$ cat src/rtl/div_pkg.sv
// Shared types and helpers for the iterative divide sequencer.
package div_pkg;

  typedef enum logic [1:0] {
    S_IDLE = 2'd0,
    S_RUN  = 2'd1,
    S_FIX  = 2'd2,
    S_DONE = 2'd3
  } div_state_e;

  localparam int          DIV_ITER  = 32;
  localparam logic [31:0] DIV0_QUOT = 32'hFFFF_FFFF;

  function automatic logic [63:0] pack_result(input logic [31:0] hi, input logic [31:0] lo);
    return {hi, lo};
  endfunction

  function automatic logic [31:0] res_hi(input logic [63:0] r);
    return r[63:32];
  endfunction

  function automatic logic [31:0] res_lo(input logic [63:0] r);
    return r[31:0];
  endfunction

  // Two's-complement magnitude, applied only for signed requests.
  function automatic logic [31:0] magnitude(input logic [31:0] x, input logic sgn);
    return (sgn && x[31]) ? (32'd0 - x) : x;
  endfunction

endpackage

$ cat src/rtl/div_ctrl_if.sv
// EX-side request/response bundle for the divide sequencer.
interface div_ctrl_if #(parameter int DATA_W = 32);

  logic                  start_i;
  logic                  signed_i;
  logic [DATA_W-1:0]     dividend_i;
  logic [DATA_W-1:0]     divisor_i;
  logic [DATA_W-1:0]     tag_i;
  logic                  flush_i;
  logic                  stall_o;
  logic                  busy_o;
  logic                  done_o;
  logic [2*DATA_W-1:0]   result_o;

  modport master (
    output start_i, signed_i, dividend_i, divisor_i, tag_i, flush_i,
    input  stall_o, busy_o, done_o, result_o
  );

  modport slave (
    input  start_i, signed_i, dividend_i, divisor_i, tag_i, flush_i,
    output stall_o, busy_o, done_o, result_o
  );

endinterface

$ cat src/rtl/div_core.sv
// Unsigned restoring divider datapath: one quotient bit per step_i.
module div_core #(parameter int DATA_W = 32) (
  input  logic              clock_i,
  input  logic              reset_i,
  input  logic              load_i,
  input  logic              step_i,
  input  logic [DATA_W-1:0] dividend_i,
  input  logic [DATA_W-1:0] divisor_i,
  output logic [DATA_W-1:0] quot_o,
  output logic [DATA_W-1:0] rem_o
);

  logic [DATA_W-1:0] rem_q;
  logic [DATA_W-1:0] quo_q;
  logic [DATA_W-1:0] dsr_q;
  logic [DATA_W:0]   shift_s;
  logic [DATA_W-1:0] sub_s;
  logic              ge_s;

  // quo_q shifts dividend bits out of the top while quotient bits enter at the bottom.
  assign shift_s = {rem_q, quo_q[DATA_W-1]};
  assign ge_s    = shift_s >= {1'b0, dsr_q};
  assign sub_s   = shift_s[DATA_W-1:0] - dsr_q;

  // Partial remainder, quotient and divisor registers.
  always_ff @(posedge clock_i or negedge reset_i) begin
    if (!reset_i) begin
      rem_q <= {DATA_W{1'b0}};
      quo_q <= {DATA_W{1'b0}};
      dsr_q <= {DATA_W{1'b0}};
    end else if (load_i) begin
      rem_q <= {DATA_W{1'b0}};
      quo_q <= dividend_i;
      dsr_q <= divisor_i;
    end else if (step_i) begin
      rem_q <= ge_s ? sub_s : shift_s[DATA_W-1:0];
      quo_q <= {quo_q[DATA_W-2:0], ge_s};
    end
  end

  assign quot_o = quo_q;
  assign rem_o  = rem_q;

endmodule

$ cat src/rtl/div_ctrl.sv
// Divide sequencer: FSM, tag tracking, sign correction and EX stall generation.
module div_ctrl
  import div_pkg::*;
#(
  parameter int DATA_W = 32
) (
  input logic       clock_i,
  input logic       reset_i,
  div_ctrl_if.slave div_if
);

  localparam int               CNT_W    = $clog2(DIV_ITER);
  localparam logic [CNT_W-1:0] CNT_LAST = CNT_W'(DIV_ITER - 1);

  div_state_e          state_q;
  logic [CNT_W-1:0]    cnt_q;
  logic [DATA_W-1:0]   tag_q;
  logic                qneg_q;
  logic                rneg_q;
  logic [2*DATA_W-1:0] result_q;

  logic              tag_hit_s;
  logic              div0_s;
  logic              load_s;
  logic              step_s;
  logic [DATA_W-1:0] dvd_mag_s;
  logic [DATA_W-1:0] dsr_mag_s;
  logic [DATA_W-1:0] quot_s;
  logic [DATA_W-1:0] rem_s;

  assign tag_hit_s = div_if.tag_i == tag_q;
  assign div0_s    = div_if.divisor_i == {DATA_W{1'b0}};
  assign load_s    = (state_q == S_IDLE) && div_if.start_i && !div_if.flush_i && !div0_s;
  assign step_s    = state_q == S_RUN;
  assign dvd_mag_s = magnitude(div_if.dividend_i, div_if.signed_i);
  assign dsr_mag_s = magnitude(div_if.divisor_i, div_if.signed_i);

  div_core #(.DATA_W(DATA_W)) u_core (
    .clock_i    (clock_i),
    .reset_i    (reset_i),
    .load_i     (load_s),
    .step_i     (step_s),
    .dividend_i (dvd_mag_s),
    .divisor_i  (dsr_mag_s),
    .quot_o     (quot_s),
    .rem_o      (rem_s)
  );

  // Sequencer state, iteration count, request tag and held result.
  always_ff @(posedge clock_i or negedge reset_i) begin
    if (!reset_i) begin
      state_q  <= S_IDLE;
      cnt_q    <= {CNT_W{1'b0}};
      tag_q    <= {DATA_W{1'b0}};
      qneg_q   <= 1'b0;
      rneg_q   <= 1'b0;
      result_q <= {2*DATA_W{1'b0}};
    end else if (div_if.flush_i) begin
      state_q <= S_IDLE;
    end else begin
      case (state_q)
        S_IDLE: begin
          if (div_if.start_i) begin
            tag_q  <= div_if.tag_i;
            cnt_q  <= {CNT_W{1'b0}};
            qneg_q <= div_if.signed_i && (div_if.dividend_i[DATA_W-1] ^ div_if.divisor_i[DATA_W-1]);
            rneg_q <= div_if.signed_i && div_if.dividend_i[DATA_W-1];
            if (div0_s) begin
              result_q <= pack_result(div_if.dividend_i, DIV0_QUOT);
              state_q  <= S_DONE;
            end else begin
              state_q <= S_RUN;
            end
          end
        end
        S_RUN: begin
          if (!tag_hit_s) begin
            state_q <= S_IDLE;
          end else begin
            cnt_q <= cnt_q + CNT_W'(1);
            if (cnt_q == CNT_LAST) begin
              state_q <= S_FIX;
            end
          end
        end
        S_FIX: begin
          if (!tag_hit_s) begin
            state_q <= S_IDLE;
          end else begin
            result_q <= pack_result(rneg_q ? (32'd0 - rem_s) : rem_s,
                                    qneg_q ? (32'd0 - quot_s) : quot_s);
            state_q  <= S_DONE;
          end
        end
        S_DONE: begin
          // Holding the same request absorbs downstream stalls without re-running.
          if (!(div_if.start_i && tag_hit_s)) begin
            state_q <= S_IDLE;
          end
        end
        default: begin
          state_q <= S_IDLE;
        end
      endcase
    end
  end

  assign div_if.stall_o  = reset_i && div_if.start_i && !div_if.flush_i &&
                           !((state_q == S_DONE) && tag_hit_s);
  assign div_if.busy_o   = (state_q == S_RUN) || (state_q == S_FIX);
  assign div_if.done_o   = state_q == S_DONE;
  assign div_if.result_o = result_q;

endmodule

$ cat src/flat_wrapper.sv
// flat-port wrapper written by rule: the top's interface ports become plain ports
module div_ctrl_flat import div_pkg::*;
#(
  parameter int DATA_W = 32
)
  (clock_i, reset_i, div_if_start_i, div_if_signed_i, div_if_dividend_i, div_if_divisor_i, div_if_tag_i, div_if_flush_i, div_if_stall_o, div_if_busy_o, div_if_done_o, div_if_result_o);
  div_ctrl_if #(.DATA_W(DATA_W)) div_if_i ();
  input logic clock_i;
  input logic reset_i;
  input wire logic [$bits(div_if_i.start_i)-1:0] div_if_start_i;
  input wire logic [$bits(div_if_i.signed_i)-1:0] div_if_signed_i;
  input wire logic [$bits(div_if_i.dividend_i)-1:0] div_if_dividend_i;
  input wire logic [$bits(div_if_i.divisor_i)-1:0] div_if_divisor_i;
  input wire logic [$bits(div_if_i.tag_i)-1:0] div_if_tag_i;
  input wire logic [$bits(div_if_i.flush_i)-1:0] div_if_flush_i;
  output wire logic [$bits(div_if_i.stall_o)-1:0] div_if_stall_o;
  output wire logic [$bits(div_if_i.busy_o)-1:0] div_if_busy_o;
  output wire logic [$bits(div_if_i.done_o)-1:0] div_if_done_o;
  output wire logic [$bits(div_if_i.result_o)-1:0] div_if_result_o;
  assign div_if_i.start_i = div_if_start_i;
  assign div_if_i.signed_i = div_if_signed_i;
  assign div_if_i.dividend_i = div_if_dividend_i;
  assign div_if_i.divisor_i = div_if_divisor_i;
  assign div_if_i.tag_i = div_if_tag_i;
  assign div_if_i.flush_i = div_if_flush_i;
  assign div_if_stall_o = div_if_i.stall_o;
  assign div_if_busy_o = div_if_i.busy_o;
  assign div_if_done_o = div_if_i.done_o;
  assign div_if_result_o = div_if_i.result_o;
  div_ctrl #(.DATA_W(DATA_W)) u_core (.clock_i(clock_i), .reset_i(reset_i), .div_if(div_if_i));
endmodule
$ cat config.mk
export PLATFORM = sky130hd
export DESIGN_NAME = div_ctrl_flat
export DESIGN_NICKNAME = d
export VERILOG_FILES = /design/src/rtl/div_pkg.sv /design/src/rtl/div_ctrl_if.sv /design/src/rtl/div_core.sv /design/src/rtl/div_ctrl.sv /design/src/flat_wrapper.sv
export SDC_FILE = /design/constraint.sdc
export NUM_CORES = 1
export LEC_CHECK = 0
export BUFFER_PORTS_ARGS = -buffer_cell sky130_fd_sc_hd__buf_2
export CORE_UTILIZATION = 40
export DETAILED_ROUTE_END_ITERATION = 10
export MAX_ROUTING_LAYER = met4
export PLACE_DENSITY_LB_ADDON = 0.1
export SETUP_SLACK_MARGIN = 0.02
export SYNTH_ARGS = -nofsm -noshare
export SYNTH_HDL_FRONTEND = slang
export SYNTH_HIERARCHICAL = 1
export SYNTH_SLANG_ARGS = --single-unit
export TNS_END_PERCENT = 30
$ cat constraint.sdc
create_clock -name clock_i -period 2.7 [get_ports clock_i]
set_input_delay 0.135 -clock clock_i [delete_from_list [all_inputs] [get_ports clock_i]]
set_output_delay 0.135 -clock clock_i [all_outputs]
set_load 0.03 [all_outputs]
# After elaboration in Yosys (flattened, before gate mapping)
# Cells that the tools add are included.
[word_totals]
ff_bits = 201
inputBits = 101
output_inout_bits = 67
[op_classes]
n_addsub = 6
order_cmp = 1
n_eq_ne = 12
n_mux = 24
bitwise = 2
n_reduce_logical = 24
[ops]
columns = ["op", "count"]
rows = [
  ["2-to-1 mux 32 bit", 9],
  ["2-to-1 mux 64 bit", 3],
  ["one-hot mux 64 bit (2 select lines)", 1],
  ["subtractor 1 x 32 -> 32 bit, first input constant", 4],
  ["greater-or-equal comparator 33 x 32 -> 1 bit", 1],
  ["equality test 32 bit", 1],
  ["zero test 32 bit", 1],
  ["subtractor 32 bit", 1],
  ["2-to-1 mux 2 bit", 7],
  ["logical AND 1 bit", 11],
  ["2-to-1 mux 5 bit", 2],
  ["one-hot mux 5 bit (2 select lines)", 1],
  ["one-hot mux 2 bit (4 select lines)", 1],
  ["!= test 2 x 1 -> 1 bit, second input constant", 3],
  ["!= test 3 bit, second input constant", 2],
  ["AND reduction 3 bit", 2],
  ["nonzero test 2 bit", 3],
  ["adder 5 x 1 -> 5 bit, second input constant", 1],
  ["equality test 5 bit, second input constant", 1],
  ["AND reduction 5 bit", 1],
  ["equality test 2 bit, second input constant", 2],
  ["!= test 4 bit, second input constant", 1],
  ["AND reduction 4 bit", 1],
  ["zero test 1 bit", 3],
  ["other kinds (6)", 6],
]

# Longest topological paths before layout
[depth]
word_depth = 5
depth_mapped = 13
mapped_depth_nobuf = 11

# Cells and area by module
# The synthesis kept the hierarchy.
[by_module_without_submodules]
columns = ["module", "n_inst", "cells_each", "area_per_inst_um2", "seq_area_each_um2"]
rows = [
  ["div_ctrl", 1, 830, 7658.6, 2627.5],
  ["div_core", 1, 693, 6140.9, 2402.3],
]

# Worst setup path before layout
# No wires, ideal clock.
[synth_timing]
path_type = "input-to-reg"
startpoint = "input div_if_divisor_i[14]"
endpoint = "register u_core.u_core.rem_q[31], in the netlist u_core/u_core/rem_o[31]"
arrival_ns = 2.944
setup_slack_ns = -0.311
path_stages = 11
cell_sequence = "or4_4 nand4bb_1 or4_4 o41a_4 and2_1 clkbuf_1 inv_1 clkbuf_1 nand2_1 a221oi_1 a32o_1"
[synth_via]
elab_chain_len = 4
word_cells_on_any_way = 5
classes_between = "mux (1); reduce/logical (4)"
[synth_rtl]
columns = ["element", "line_no", "rtl"]
rows = [
  ["from (decl)", "flat_wrapper.sv:13", "input wire logic [$bits(div_if_i.divisor_i)-1:0] div_if_divisor_i;"],
  ["zero test 32 bit (*)", "div_ctrl.sv:32", "assign div0_s = div_if.divisor_i == {DATA_W{1'b0}};"],
  ["zero test 1 bit (*)", "div_ctrl.sv:33", "assign load_s = (state_q == S_IDLE) && div_if.start_i && !div_if.flush_i && !div0_s;"],
  ["logical AND 1 bit (*)", "div_ctrl.sv:33", ""],
  ["via u_core.load_s", "div_ctrl.sv:24", "logic load_s;"],
  ["2-to-1 mux 32 bit / nonzero test 2 bit (equally long branches)", "--", ""],
  ["to (signal assigned)", "div_core.sv:28", "rem_q <= {DATA_W{1'b0}};"],
  ["to (signal assigned)", "div_core.sv:32", "rem_q <= {DATA_W{1'b0}};"],
  ["to (signal assigned)", "div_core.sv:36", "rem_q <= ge_s ? sub_s : shift_s[DATA_W-1:0];"],
  ["to (decl)", "div_core.sv:13", "logic [DATA_W-1:0] rem_q;"],
]
# The timed path passes the listed nets; every way through them passes the cells marked *.
# A chain may end at the register's enable or synchronous reset.

# Final worst setup path
[layout_timing]
startpoint = "register u_core.u_core.rem_q[6], in the netlist u_core/u_core/rem_o[6]"
endpoint = "register u_core.u_core.rem_q[23], in the netlist u_core/u_core/rem_o[23]"
[layout_via]
elab_chain_len = 4
word_cells_on_any_way = 5
classes_between = "add/sub (1); order compare (1); mux (3)"
[layout_rtl]
columns = ["element", "line_no", "rtl"]
rows = [
  ["subtractor 32 bit / greater-or-equal comparator 33 x 32 -> 1 bit (equally long branches)", "div_core.sv:23, div_core.sv:22", ""],
  ["2-to-1 mux 32 bit (*)", "div_core.sv:36", ""],
  ["2-to-1 mux 32 bit (*)", "div_core.sv:35", "end else if (step_i) begin"],
  ["2-to-1 mux 32 bit (*)", "div_core.sv:31", "end else if (load_i) begin"],
]
# Every way passes the cells marked *; elsewhere a longest branch is shown, timed or not. The select of a mux whose other input is x is not followed.

==> flow_summary.ini <==
[status]
outcome = completed

[synthesis]
syn-num-nets = 1667
ys.flop_type = dfrtp_1
synth_cells = 1523
syn_area_per_cell_um2 = 9.06
syn_area_um2 = 13800
synth_seq_area_share_pct = 36.4
async_flop_share_pct = 100
yosys-top-cells-count = 201 x dfrtp_1, 157 x nand2_1, 114 x o21ai_0, 110 x nor2_1, 100 x a21oi_1
synth_top_cell_by_area = dfrtp_1
synth_edf_count = 0
ys_top_cells_by_area = dfrtp_1 36%, xor2_1 5.6%, mux2_2 5.6%, xnor2_1 4.9%, nand2_1 4.3%
synth_cell_types = 70
yosysMostFrequentCell = dfrtp_1
yosysWarnings = 6
synth-seq-cells = 201
synth_top_area_share_pct = 36.4

[power]
seq_power_share_pct = 23.5
p_comb_share_pct = 61.2
switching_share_pct = 43.9
power_switching_uw = 10200
p_int_uw = 13000
clkPwrFrac_pct = 15.3
powerDensity_nw_per_um2 = 1230
irDropWorstVdd_mv = 0.702
total_leakage_power_uw = 0.00803

[clocking]
cts_tree = done
cts_buffer_depth = 3
htree_levels = 1
clock_latency_ns = 0.54
clock_sinks = 201
cts-root-buf = clkbuf_16
clk_pin_slew_ns = 0.06
numCtsBuffers = 26

[placed_design]
place_ws_ns = -0.342
gp_congestion = 0.879
post-place-cells = 2267
port_buffers = 167
dp_hpwl_um = 31100

[worst_setup_path]
worst-path-max-fanout = 8
r2r_cells = 11
cp_common_cell = buf_4
startpoint_type = register
max_stage_delay_ns = 0.41
criticalPathCategory = register to register
worstPathRequired_ns = 3.16
end_kind = register
cp.arrival_ns = 3.15
slowest_stage = dfrtp_1
path_delay_family = simple AND/OR/NAND/NOR gates
rr_endpoint = u_core/u_core/rem_o[23]$_DFFE_PN0P_
cp_num_buf_inv = 3
reg2reg_slack_ns = 0.008
cp_cell_sequence = ha_4 > nand4_1 > buf_4 > nor2_4 > nand3_2 > o41ai_4 > buf_4 > a21oi_4 > clkbuf_16 > or3_4 > a41oi_2
worstReg2RegStart = u_core/u_core/rem_o[6]$_DFFE_PN0P_

[worst_hold_path]
hold_end = u_core/u_core/quot_o[30]$_DFFE_PN0P_
min_from = div_if_dividend_i[30]
holdCritPathClass = input port to register
whs_path_depth = 4

[route]
detail_route.wl_per_cell_um = 17.6
num_vias = 12600
vias_per_cell = 5.29
postRouteWirelength_um = 42000
drt_iter0_drc = 675
ant_nets = 0
drt_pass1_iterations = 6
drc = 0

[global_routing]
antenna_found_initial = 0
grt_pass1_wl_um = 66000
grt_max_degree = 111
grt_overflow = 0
first_global_vias = 12300
grt_util_all_layers_pct = 24.0

[floorplanning]
initial_core_util_pct = 40.9
dieArea_um2 = 35200
core-area_um2 = 33700
pin_count = 168
die_h_um = 188
die_x_um = 188
fp-row-count = 67

[layout]
fin_cells = 2387
utilization_pct = 55.8
antenna_cells = 0
drive_gt1_share_pct = 31.2
area_growth_pct = 36.3
seqCellArea_um2 = 5030
nets = 2063
multi_input_area_um2 = 8750
nFillCells = 3137

[sta]
fin_crit_sh_pct = 99.7
setup_viol = 0
skew_ns = 0.0149
worstMarginPinSlew_ns = 0.759
drv_slew = 0
post-route-min-period_ns = 2.69
rsz0062_at_grt = true
fin_ws_ns = 0.00751
max_slew_margin_pct = 49.3
hold_viol_final = 0
fmax_ghz = 0.371

[run]
maxCapViolations = 0
## worst max-delay path by stage
stage / from / to / cells past startpoint
2_1_floorplan: div_if_divisor_i[11] / u_core/u_core/rem_o[31]$_DFFE_PN0P_ / 11
3_3_place_gp: div_if_divisor_i[11] / u_core/div_if.result_o[53]$_DFFE_PN0P_ / 8
3_5_place_dp: div_if_divisor_i[11] / u_core/div_if.result_o[55]$_DFFE_PN0P_ / 8
4_1_cts: u_core/u_core/dsr_q[3]$_DFFE_PN0P_ / u_core/u_core/rem_o[26]$_DFFE_PN0P_ / 12
5_1_grt: u_core/u_core/rem_o[21]$_DFFE_PN0P_ / u_core/u_core/rem_o[23]$_DFFE_PN0P_ / 10
6_report: u_core/u_core/rem_o[6]$_DFFE_PN0P_ / u_core/u_core/rem_o[23]$_DFFE_PN0P_ / 11
## tightest hold or removal path, delay by kind of cell
family                 cells  cell delay, ns
AO/OA/AOI/OAI              1            0.07
XOR/XNOR                   1            0.09
AND/OR/NAND/NOR            1            0.06
buffers and inverters      1            0.15
## metrics by stage
step	TNS (ns)	instance area, um2	hold WS, ns	power (uW)
final	0	18800	0.0236	23100
after global routing	-0.491	18800	0.0228	24600
after CTS	0	18300	0.000980	22100
after detailed placement	-32.56	16500	0.00135	18000
after global placement	-31.36	16500	0.00607	17900
after floorplan	-17.02	13900	-0.161	13200
## kinds of logic after synthesis
family	Yosys count	synth area share [%]
AOI/OAI and AO/OA	382	17.6
xor gates and xnor gates	166	10.5
adders and majority gates	43	3.95
buffers and inverters	152	4.88
DFF	201	36.4
muxes	151	11.8
and+or+nand+nor	428	14.8
## state kept, by name, summed over array words and instances, names as in the netlist
signal                  cells
u_core/cnt_q                5
u_core/u_core/rem_o        32
u_core/u_core/dsr_q        32
u_core/u_core/quot_o       32
u_core/state_q              2
u_core/rneg_q               1
u_core/qneg_q               1
u_core/tag_q               32
u_core/div_if.result_o     64
## cell usage in the layout (no fill, tap or decap), drive strengths merged, types with 9 or more instances in the layout
| cell type | count |
|---|---|
| buf | 379 |
| dfrtp | 201 |
| nand2 | 158 |
| o21ai | 117 |
| nor2 | 111 |
| a21oi | 104 |
| mux2 | 95 |
| xor2 | 89 |
| xnor2 | 77 |
| inv | 74 |
| dlygate4sd3 | 61 |
| mux2i | 56 |
| ha | 42 |
| clkbuf | 41 |
| o31ai | 32 |
| nor3 | 23 |
| nand4 | 22 |
| a211oi | 22 |
| o41ai | 22 |
| nand3 | 19 |
| nor4 | 18 |
| a21o | 16 |
| or3 | 13 |
| and3 | 10 |
| nand2b | 10 |
| a41oi | 10 |
| o21a | 9 |
| or4 | 9 |
## layout make-up
cell class	instances	area share, %
clock inverters	12	0.772
well taps	448	2.98
repair buffers	449	17.7
inverters	71	1.43
clock buffers	36	3.87
multi-input cells	1170	46.5
flip-flops and latches	201	26.8
## power groups by stage
| stage | Combinational, uW | Sequential, uW | Clock [uW] |
|---|---|---|---|
| floorplan | 7020 | 6200 | 0 |
| global placement | 12500 | 5390 | 0 |
| detailed placement | 12600 | 5420 | 0 |
| CTS | 13100 | 5390 | 3610 |
| global route | 15300 | 5610 | 3740 |
| finish | 14100 | 5430 | 3530 |
## layer usage
metal | track usage [%] | routed length (um) | vias up
li1 | - | - | 6222
met1 | 33.8 | 20100 | 6026
met2 | 36.9 | 19200 | 318
met3 | 2.51 | 1910 | 62
met4 | 5.78 | 884 | 0
met5 | - | 0 | -
## timing repair
item,4_1_cts,5_1_grt
buffers inserted,2,6
setup endpoints to repair,37,123
endpoints found under the hold margin,267,0
cloned,0,4
gates resized for setup,32,83
hold buffers,65,0
pin swaps,13,24
Note: power is estimated with default switching activity, not from simulation.
